$ cat src/rtl/reg_file_2r1w_if.sv
// reg_file_2r1w_if: write/read bus of the 2-read 1-write register file (master = requester, slave = register file)
interface reg_file_2r1w_if #(parameter int W = 8, parameter int AW = 3);
  logic          we;
  logic [AW-1:0] waddr;
  logic [W-1:0]  wdata;
  logic          re_a;
  logic [AW-1:0] raddr_a;
  logic [W-1:0]  rdata_a;
  logic          valid_a;
  logic          re_b;
  logic [AW-1:0] raddr_b;
  logic [W-1:0]  rdata_b;
  logic          valid_b;
  logic          err;
  modport master(output we, waddr, wdata, re_a, raddr_a, re_b, raddr_b,
                 input rdata_a, valid_a, rdata_b, valid_b, err);
  modport slave(input we, waddr, wdata, re_a, raddr_a, re_b, raddr_b,
                output rdata_a, valid_a, rdata_b, valid_b, err);
endinterface

$ cat src/rtl/reg_file_2r1w.sv
// reg_file_2r1w: 1 write / 2 registered read register file with write-first bypass; ports clk, rst (sync, active-high), bus (slave: we/waddr/wdata, re_x/raddr_x -> rdata_x/valid_x, err)
module reg_file_2r1w #(
  parameter int W        = 8,
  parameter int DEPTH    = 8,
  parameter int AW       = 3,
  parameter bit ZERO_REG = 1'b0
) (
  input logic clk,
  input logic rst,
  reg_file_2r1w_if.slave bus
);
  logic [W-1:0] mem [DEPTH];
  logic         w_ok;
  function automatic logic in_range(input logic [AW-1:0] a);
    return 32'(a) < DEPTH;
  endfunction
  function automatic logic [W-1:0] rd(input logic [AW-1:0] a);
    return (!in_range(a) || (ZERO_REG && a == '0)) ? '0 :
           (w_ok && bus.waddr == a) ? bus.wdata : mem[a];
  endfunction
  assign w_ok = bus.we && in_range(bus.waddr) && !(ZERO_REG && bus.waddr == '0);
  always_ff @(posedge clk) begin
    if (rst) begin
      for (int i = 0; i < DEPTH; i++) mem[i] <= '0;
      bus.rdata_a <= '0;
      bus.rdata_b <= '0;
      bus.valid_a <= 1'b0;
      bus.valid_b <= 1'b0;
      bus.err     <= 1'b0;
    end else begin
      if (w_ok) mem[bus.waddr] <= bus.wdata;
      if (bus.re_a) bus.rdata_a <= rd(bus.raddr_a);
      if (bus.re_b) bus.rdata_b <= rd(bus.raddr_b);
      bus.valid_a <= bus.re_a;
      bus.valid_b <= bus.re_b;
      bus.err     <= (bus.we && !in_range(bus.waddr)) ||
                     (bus.re_a && !in_range(bus.raddr_a)) ||
                     (bus.re_b && !in_range(bus.raddr_b));
    end
  end
endmodule

$ cat src/flat_wrapper.sv
// flat-port wrapper written by rule: the top's interface ports become plain ports
module reg_file_2r1w_flat 
#(
  parameter int W        = 8,
  parameter int DEPTH    = 8,
  parameter int AW       = 3,
  parameter bit ZERO_REG = 1'b0
)
  (clk, rst, bus_we, bus_waddr, bus_wdata, bus_re_a, bus_raddr_a, bus_re_b, bus_raddr_b, bus_rdata_a, bus_valid_a, bus_rdata_b, bus_valid_b, bus_err);
  reg_file_2r1w_if #(.W(W), .AW(AW)) bus_i ();
  input logic clk;
  input logic rst;
  input wire logic [$bits(bus_i.we)-1:0] bus_we;
  input wire logic [$bits(bus_i.waddr)-1:0] bus_waddr;
  input wire logic [$bits(bus_i.wdata)-1:0] bus_wdata;
  input wire logic [$bits(bus_i.re_a)-1:0] bus_re_a;
  input wire logic [$bits(bus_i.raddr_a)-1:0] bus_raddr_a;
  input wire logic [$bits(bus_i.re_b)-1:0] bus_re_b;
  input wire logic [$bits(bus_i.raddr_b)-1:0] bus_raddr_b;
  output wire logic [$bits(bus_i.rdata_a)-1:0] bus_rdata_a;
  output wire logic [$bits(bus_i.valid_a)-1:0] bus_valid_a;
  output wire logic [$bits(bus_i.rdata_b)-1:0] bus_rdata_b;
  output wire logic [$bits(bus_i.valid_b)-1:0] bus_valid_b;
  output wire logic [$bits(bus_i.err)-1:0] bus_err;
  assign bus_i.we = bus_we;
  assign bus_i.waddr = bus_waddr;
  assign bus_i.wdata = bus_wdata;
  assign bus_i.re_a = bus_re_a;
  assign bus_i.raddr_a = bus_raddr_a;
  assign bus_i.re_b = bus_re_b;
  assign bus_i.raddr_b = bus_raddr_b;
  assign bus_rdata_a = bus_i.rdata_a;
  assign bus_valid_a = bus_i.valid_a;
  assign bus_rdata_b = bus_i.rdata_b;
  assign bus_valid_b = bus_i.valid_b;
  assign bus_err = bus_i.err;
  reg_file_2r1w #(.W(W), .DEPTH(DEPTH), .AW(AW), .ZERO_REG(ZERO_REG)) u_core (.clk(clk), .rst(rst), .bus(bus_i));
endmodule
$ cat config.mk
export PLATFORM = sky130hd
export DESIGN_NAME = reg_file_2r1w_flat
export DESIGN_NICKNAME = d
export VERILOG_FILES = /design/src/rtl/reg_file_2r1w_if.sv /design/src/rtl/reg_file_2r1w.sv /design/src/flat_wrapper.sv
export SDC_FILE = /design/constraint.sdc
export NUM_CORES = 1
export LEC_CHECK = 0
export CORE_MARGIN = 5
export CORE_UTILIZATION = 50
export DETAILED_ROUTE_END_ITERATION = 6
export GPL_TIMING_DRIVEN = 0
export PLACE_DENSITY_LB_ADDON = 0.08
export SYNTH_ARGS = -nofsm -noshare
export SYNTH_HDL_FRONTEND = slang
export SYNTH_SLANG_ARGS = --single-unit
$ cat constraint.sdc
create_clock -name clk -period 2.4 [get_ports clk]
set_clock_uncertainty 0.05 [all_clocks]
set_input_delay 0.48 -clock clk [delete_from_list [all_inputs] [get_ports clk]]
set_output_delay 0.48 -clock clk [all_outputs]
set_load 0.01 [all_outputs]
======== Word level (Yosys, flattened, before mapping) ========
Memory sizes are Yosys's and may differ from the RTL's. A register that Yosys moved wholly into a read port is not among the register bits.
Cells that the tools add are included.
cells by class
  mux-type cells .......................... 8
  reductions and logical operators ........ 1
operator list
  cell              number
  $mux W8           1
  $reduce_or A8 Y1  1
  $mux W1           6
  $mux W3           1
word-level totals
  output and inout bits ................... 19
  register bits after elaboration ......... 2
  word-level logic and storage cells ...... 12
  memories kept ........................... 1
  input bits .............................. 22
  memory bits (writable) .................. 64
memories
  memory      words  width  read ports  clocked after memory_dff  wr ports  RTL line             source
  u_core.mem  8      8      2           2                         8         reg_file_2r1w.sv:12  logic [W-1:0] mem [DEPTH];

======== Depth between registers and ports, before layout ========
  depth after elaboration ................. 5
  mapped depth ............................ 6
  gate-level depth less buffers ........... 4

======== Least setup slack after synthesis ========
OpenSTA, ideal clock, no wires.
  path type ............................... in2reg
  start ................................... input bus_raddr_b[2]
  end ..................................... register u_core.bus.rdata_b[0], read port of u_core.mem
  required time ........................... 2228 ps
  slack ................................... 488 ps
  stages .................................. 6
  setup time .............................. 122 ps
  data arrival time ....................... 1740 ps
  buffers on the path ..................... 2
  cell sequence ........................... buf_2 -> clkbuf_1 -> mux4_2 -> mux2i_1 -> nor2_1 -> a221o_1
RTL lines
  element             RTL line                source
  start: declaration  flat_wrapper.sv:19      input wire logic [$bits(bus_i.raddr_b)-1:0] bus_raddr_b;
  end: declaration    reg_file_2r1w_if.sv:18  output rdata_a, valid_a, rdata_b, valid_b, err);

==> results.toml <==
[status]
status = "complete, no violations"

[sta]
holdWs_ps = 442.5
fin_crit_ps = 2314
max-slew-margin-rel_pct = 38.10
finalHoldViolations = 0
timing.final.crit_share_pct = 96.43
tightest_slew_ps = 916.4
timing.final.ws_setup_ps = 85.74
fmax_ghz = 0.4321
slew_violations = 0
rsz0062_at_grt = "true"
setup_viol = 0

[global_route]
grt_use_met3_pct = 3.072
antenna_found_initial = 0
top_usage_layer = "met1"
grt_pass1_wl_um = 15900
grt.met1_usage_pct = 31.67
grtUsageMet2_pct = 31.39
gr-total-overflow = 0
grt_usage_pct = 20.85
grt_pass1_vias = 2694
grt_max_degree = 16

[cts]
cts_max_level = 3
cts_tree = "done"
cts-buffers-inserted = 9
clockBufferDepth = 2
post-cts-setup-buffers = 0
clockRootBuffer = "clkbuf_8"
cts_sinks = 82
path_clk_slew_ps = 80
insertion_delay_ps = 360

[placement]
dp_hpwl_um = 7611
gp_congestion = 0.8749
placed_area_sq_mm = 0.004663
pre_cts_ws_ps = -563.1
port_buffers = 31

[power_and_ir_drop]
max-vdd-ir-drop_mv = 0.3968
total_power_uw = 3380
p_leak_uw = 0.001822
p_per_area_mw_per_mm2 = 685.7

[floorplanning]
initial_utilization_pct = 51.38
core_area_sq_mm = 0.008217
die_w_um = 101.9
rows = 33
chipHeight_um = 101.9
ios = 41
die_area_sq_mm = 0.01038

[drt]
dr.pass1.iters = 5
drt_iter0_drc = 249
vias = 2755
drt-total-wl_um = 10100
drc = 0
wire_per_inst_um = 21.73
ant_nets = 0
avgViaCountPerCell = 5.925

[finish]
area_growth_pct = 16.75
drive_gt1_share_pct = 18.33
num-fill-cells = 661
final_common_cell = "edfxtp_1"
fin_area_sq_mm = 0.004928
multi_input_area_sq_mm = 0.001838
most-common-layout-cells = "64 x edfxtp_1, 58 x and2_1, 35 x mux2i_1"
finalNetCount = 377
regArea_sq_mm = 0.002282
n_antenna_cell = 0

[worst_setup_path]
required_ps = 2390
cp-startpoint = "bus_we"
cp.arrival_ps = 2310
start_kind = "primary input"
worst-setup-path-type = "in2reg"
critPathMaxFanout = 8
cpMaxStageDelayCell = "clkdlybuf4s50_1"
crit_buf_inv = 1
cpLargestDelayFamily = "simple AND/OR/NAND/NOR gates"
crit_path_end_kind = "flip-flop"
r2r-start = "u_core.mem[7][1]"
slowest_delay_ps = 540
cp_cell_sequence = "clkdlybuf4s50_1, nor2b_1, nand2_1, nor3_2, or2_2"

[synth]
synthCells = 313
yosysWarnings = 0
synth_area_sq_mm = 0.004222
ys_seq_area_share_pct = 54.06
syn-num-nets = 335
avgSynthCellArea_sq_um = 13.49
ys_ff_latch = 82
ys_types = 31

[flow_run]
cap_violations = 0

[hold_path]
worstHoldStart = "u_core.bus.rdata_b[1]"
hp-class = "reg2reg"
==> through the flow <==
step / TNS, ps / instances / util (%)
floorplan: 0 / 313 / -
global placement: -17630 / 449 / 56.75
finish: 0 / 465 / 59.98
CTS: 0 / 465 / 59.92
detailed placement: -21800 / 449 / 56.75
global route: -701.7 / 465 / 59.98
==> flip-flops by register name, summed over array words and instances, names as in the netlist <==
signal	cells
u_core.bus.valid_a	1
u_core.bus.valid_b	1
u_core.mem	64
u_core.bus.rdata_a	8
u_core.bus.rdata_b	8
==> synth_stat cells (all sizes together) <==
cell | count | share of area, %
xnor2 | 3 | 0.62
a211oi | 1 | 0.30
mux2i | 35 | 8.3
and3 | 6 | 0.89
a41oi | 1 | 0.21
inv | 2 | 0.18
o41ai | 1 | 0.39
nand3b | 1 | 0.18
and2 | 58 | 8.6
nor2 | 16 | 1.4
clkbuf | 3 | 0.27
nor2b | 7 | 1.0
edfxtp | 64 | 46
or2 | 8 | 1.2
or4 | 1 | 0.27
o21a | 1 | 0.18
mux4 | 19 | 10
a221o | 15 | 3.6
nor3 | 7 | 0.83
xor2 | 3 | 0.62
conb | 1 | 0.089
nand2b | 5 | 0.92
nand2 | 3 | 0.27
dfxtp | 18 | 8.5
a22oi | 12 | 2.1
buf | 15 | 2.3
nand4 | 2 | 0.30
nor4 | 5 | 0.74
==> cell families after synthesis <==
| logic type | Yosys count | synth area share [%] |
|---|---|---|
| and+or+nand+nor | 119 | 16.63 |
| DFF | 82 | 54.06 |
| muxes | 54 | 18.44 |
| AOI/OAI and AO/OA | 31 | 6.758 |
| buffers and inverters | 20 | 2.786 |
| xor gates and xnor gates | 6 | 1.245 |
| other | 1 | 0.08883 |
==> cell type report <==
type | instances | share of cell area [%]
well taps | 105 | 2.666
flip-flops and latches | 82 | 46.31
clock buffers | 9 | 2.513
clock inverters | 7 | 2.539
repair buffers | 31 | 6.296
multi-input cells | 211 | 37.29
plain buffers | 18 | 2.234
inverters | 2 | 0.1523
==> routing by layer <==
layer / vias to the layer above / wire length [um] / share of wire, %
li1: 1279 / - / -
met1: 1349 / 4642 / 46
met2: 115 / 4625 / 46
met3: 12 / 730 / 7.2
met4: 0 / 106 / 1.0
met5: - / 0 / 0
==> worst paths after layout <==
path,to,slack (ps),cells past startpoint
worst max-delay path,u_core.mem[2][5],90,5
worst min-delay path,u_core.bus.rdata_b[1],440,1
worst max register to register,u_core.bus.rdata_b[1],780,4
worst min register to register,u_core.bus.rdata_b[1],440,1
==> report_power, final <==
part / switching, uW / total (uW) / internal (uW) / leakage (uW)
Clock: 550 / 1250 / 702 / 0.000118
Combinational: 223 / 444 / 221 / 0.000942
Sequential: 57.2 / 1680 / 1630 / 0.000762
Total: 831 / 3380 / 2550 / 0.00182
==> repair_timing <==
action / in CTS / in global routing
hold endpoints to repair: 0 / 0
setup endpoints to repair: 16 / 32
gates resized for setup: 2 / 2
hold buffers: 0 / 0
No activity file was read; power rests on OpenSTA's default activity.
==> RTL edit, RTL diff (config.mk and constraints unchanged) <==
`ZERO_REG` is set to 1'b0 in 2 places; all go to 1'b1.
--- a/src/rtl/reg_file_2r1w.sv
+++ b/src/rtl/reg_file_2r1w.sv
@@ -4,5 +4,5 @@
   parameter int DEPTH    = 8,
   parameter int AW       = 3,
-  parameter bit ZERO_REG = 1'b0
+  parameter bit ZERO_REG = 1'b1
 ) (
   input logic clk,
--- a/src/flat_wrapper.sv
+++ b/src/flat_wrapper.sv
@@ -5,5 +5,5 @@
   parameter int DEPTH    = 8,
   parameter int AW       = 3,
-  parameter bit ZERO_REG = 1'b0
+  parameter bit ZERO_REG = 1'b1
 )
   (clk, rst, bus_we, bus_waddr, bus_wdata, bus_re_a, bus_raddr_a, bus_re_b, bus_raddr_b, bus_rdata_a, bus_valid_a, bus_rdata_b, bus_valid_b, bus_err);
Function: changed (Yosys sat finds a counterexample within 4 cycles, from zero or initial values and one cycle with rst high).
==> RTL edit against the unedited design <==
- worst setup slack improved by 8.8 ps
- routed wire length down 10%
- area after synthesis down 1.4%
- critical endpoint is now u_core.mem[2][2]$_SDFFCE_PN0P_
- sequential cell count unchanged
- design area down 0.28%
- total power down 0.52%
- first-iteration DRC count is 57% lower
- worst hold slack got worse by 2.2 ps
- sequential share of layout area up 0.13 points
==> RTL edit: results (changes against the unedited design) <==
* DP Area at 4650 um^2 (was 4660 um^2)
* Routed wire per std cell at 21.0 um (was 21.7 um)
* Capturing instance or port of the critical path: u_core.mem[2][2]$_SDFFCE_PN0P_ (was u_core.mem[2][5]$_SDFFCE_PN0P_)
* Flip-flop and latch share of the layout cell area at 46.4% (was 46.3%)
* Leak pwr at 0.00173 uW (was 0.00182 uW)
* Sequential fraction of the synthesis area at 54.8% (was 54.1%)
* Cell types with the largest area share after synthesis: sky130_fd_sc_hd__edfxtp_1, sky130_fd_sc_hd__mux4_2, sky130_fd_sc_hd__dfxtp_1 (was sky130_fd_sc_hd__edfxtp_1, sky130_fd_sc_hd__mux4_2, sky130_fd_sc_hd__and2_1)
* Slowest Stage Delay on Critical Path at 580 ps (was 540 ps)
* Run status: completed (unchanged)
* Fraction of standard cell area in multi-input logic at 36.8% (was 37.3%)
* Top post-synthesis cells by count: sky130_fd_sc_hd__edfxtp_1, sky130_fd_sc_hd__and2_1, sky130_fd_sc_hd__mux4_2 (was sky130_fd_sc_hd__edfxtp_1, sky130_fd_sc_hd__and2_1, sky130_fd_sc_hd__mux2i_1)
* Detailed Routing Iterations Pass 1 at 4 (was 5)
* Gpl congestion at 0.803 (was 0.875)
* Share of final-layout standard cells stronger than drive strength 1 at 23.9% (was 18.3%)
* Via total after detailed routing at 2448 (was 2755)
* Multi-input logic cell count at 181 (was 211)
* Wire length of the first global-routing pass at 14500 um (was 15900 um)
* Resize count post-CTS at 0 (was 2)
* Xor-xnor portion of the synthesized cell area at 1.44% (was 1.24%)
* Number of sequential cells at 82 (unchanged)
* Worst slack at placement at -387 ps (was -563 ps)
* Hold path startpoint: u_core.bus.rdata_a[7]$_SDFFE_PP0P_ (was u_core.bus.rdata_b[1]$_SDFFE_PP0P_)
* Inst Count DP at 416 (was 449)
* Detailed placer's ending HPWL at 7160 um (was 7610 um)
* Final worst hold slack at 440 ps (was 442 ps)
* Start point of the critical path: bus_waddr[2] (was bus_we)
* Non-clock buffer share at 8.96% (was 8.53%)
* Vias in the first global route at 2542 (was 2694)
* Number of distinct library cell variants in the gate-level netlist after synthesis at 25 (was 31)
* Least-Margin Pin Slew at 712 ps (was 916 ps)
* Layout Nets at 344 (was 377)
* Total internal power at 2570 uW (was 2550 uW)
* Sequential group share of total power at 50.2% (was 49.8%)
* Filler-free cell count of the finished design at 432 (was 465)
* Quantity of I/O buffers inserted on ports at 33 (was 31)
* Overall fraction of global-route tracks in use at 19.2% (was 20.9%)
* Destination of the worst register-to-register timing path: u_core.bus.rdata_a[2]$_SDFFE_PP0P_ (was u_core.bus.rdata_b[1]$_SDFFE_PP0P_)
* Mux share of post-synthesis cell area at 21.2% (was 18.4%)
* First DRT Iteration DRCs at 106 (was 249)
* Reg-to-reg critical path startpoint: u_core.mem[7][2]$_SDFFCE_PN0P_ (was u_core.mem[7][1]$_SDFFCE_PN0P_)
[RTL edit: cell count changes after synthesis, moves of 5 or more]
cell	unedited run	this run
sky130_fd_sc_hd__a22oi_1	12	0
sky130_fd_sc_hd__and3_1	6	0
sky130_fd_sc_hd__buf_2	10	4
sky130_fd_sc_hd__mux2i_1	35	16
sky130_fd_sc_hd__mux4_2	19	32
sky130_fd_sc_hd__nor2_1	16	8
sky130_fd_sc_hd__nor2b_1	7	2
sky130_fd_sc_hd__nor3_1	7	17
sky130_fd_sc_hd__nor4_1	5	0
[RTL edit: cells by family after synthesis]
logic type | Yosys count
AND/OR/NAND/NOR | 97
XOR/XNOR | 6
AO/OA/AOI/OAI | 21
buffers and inverters | 15
other | 1
flip-flops | 82
multiplexers | 48
[RTL edit: metal layers]
layer  GRT usage [%]  vias to the layer above  share of wire, %
li1                -                     1157                 -
met1            26.3                     1212                46
met2            31.3                       70                48
met3            3.72                        9               5.2
met4            6.13                        0               1.3
met5               0                        -                 0
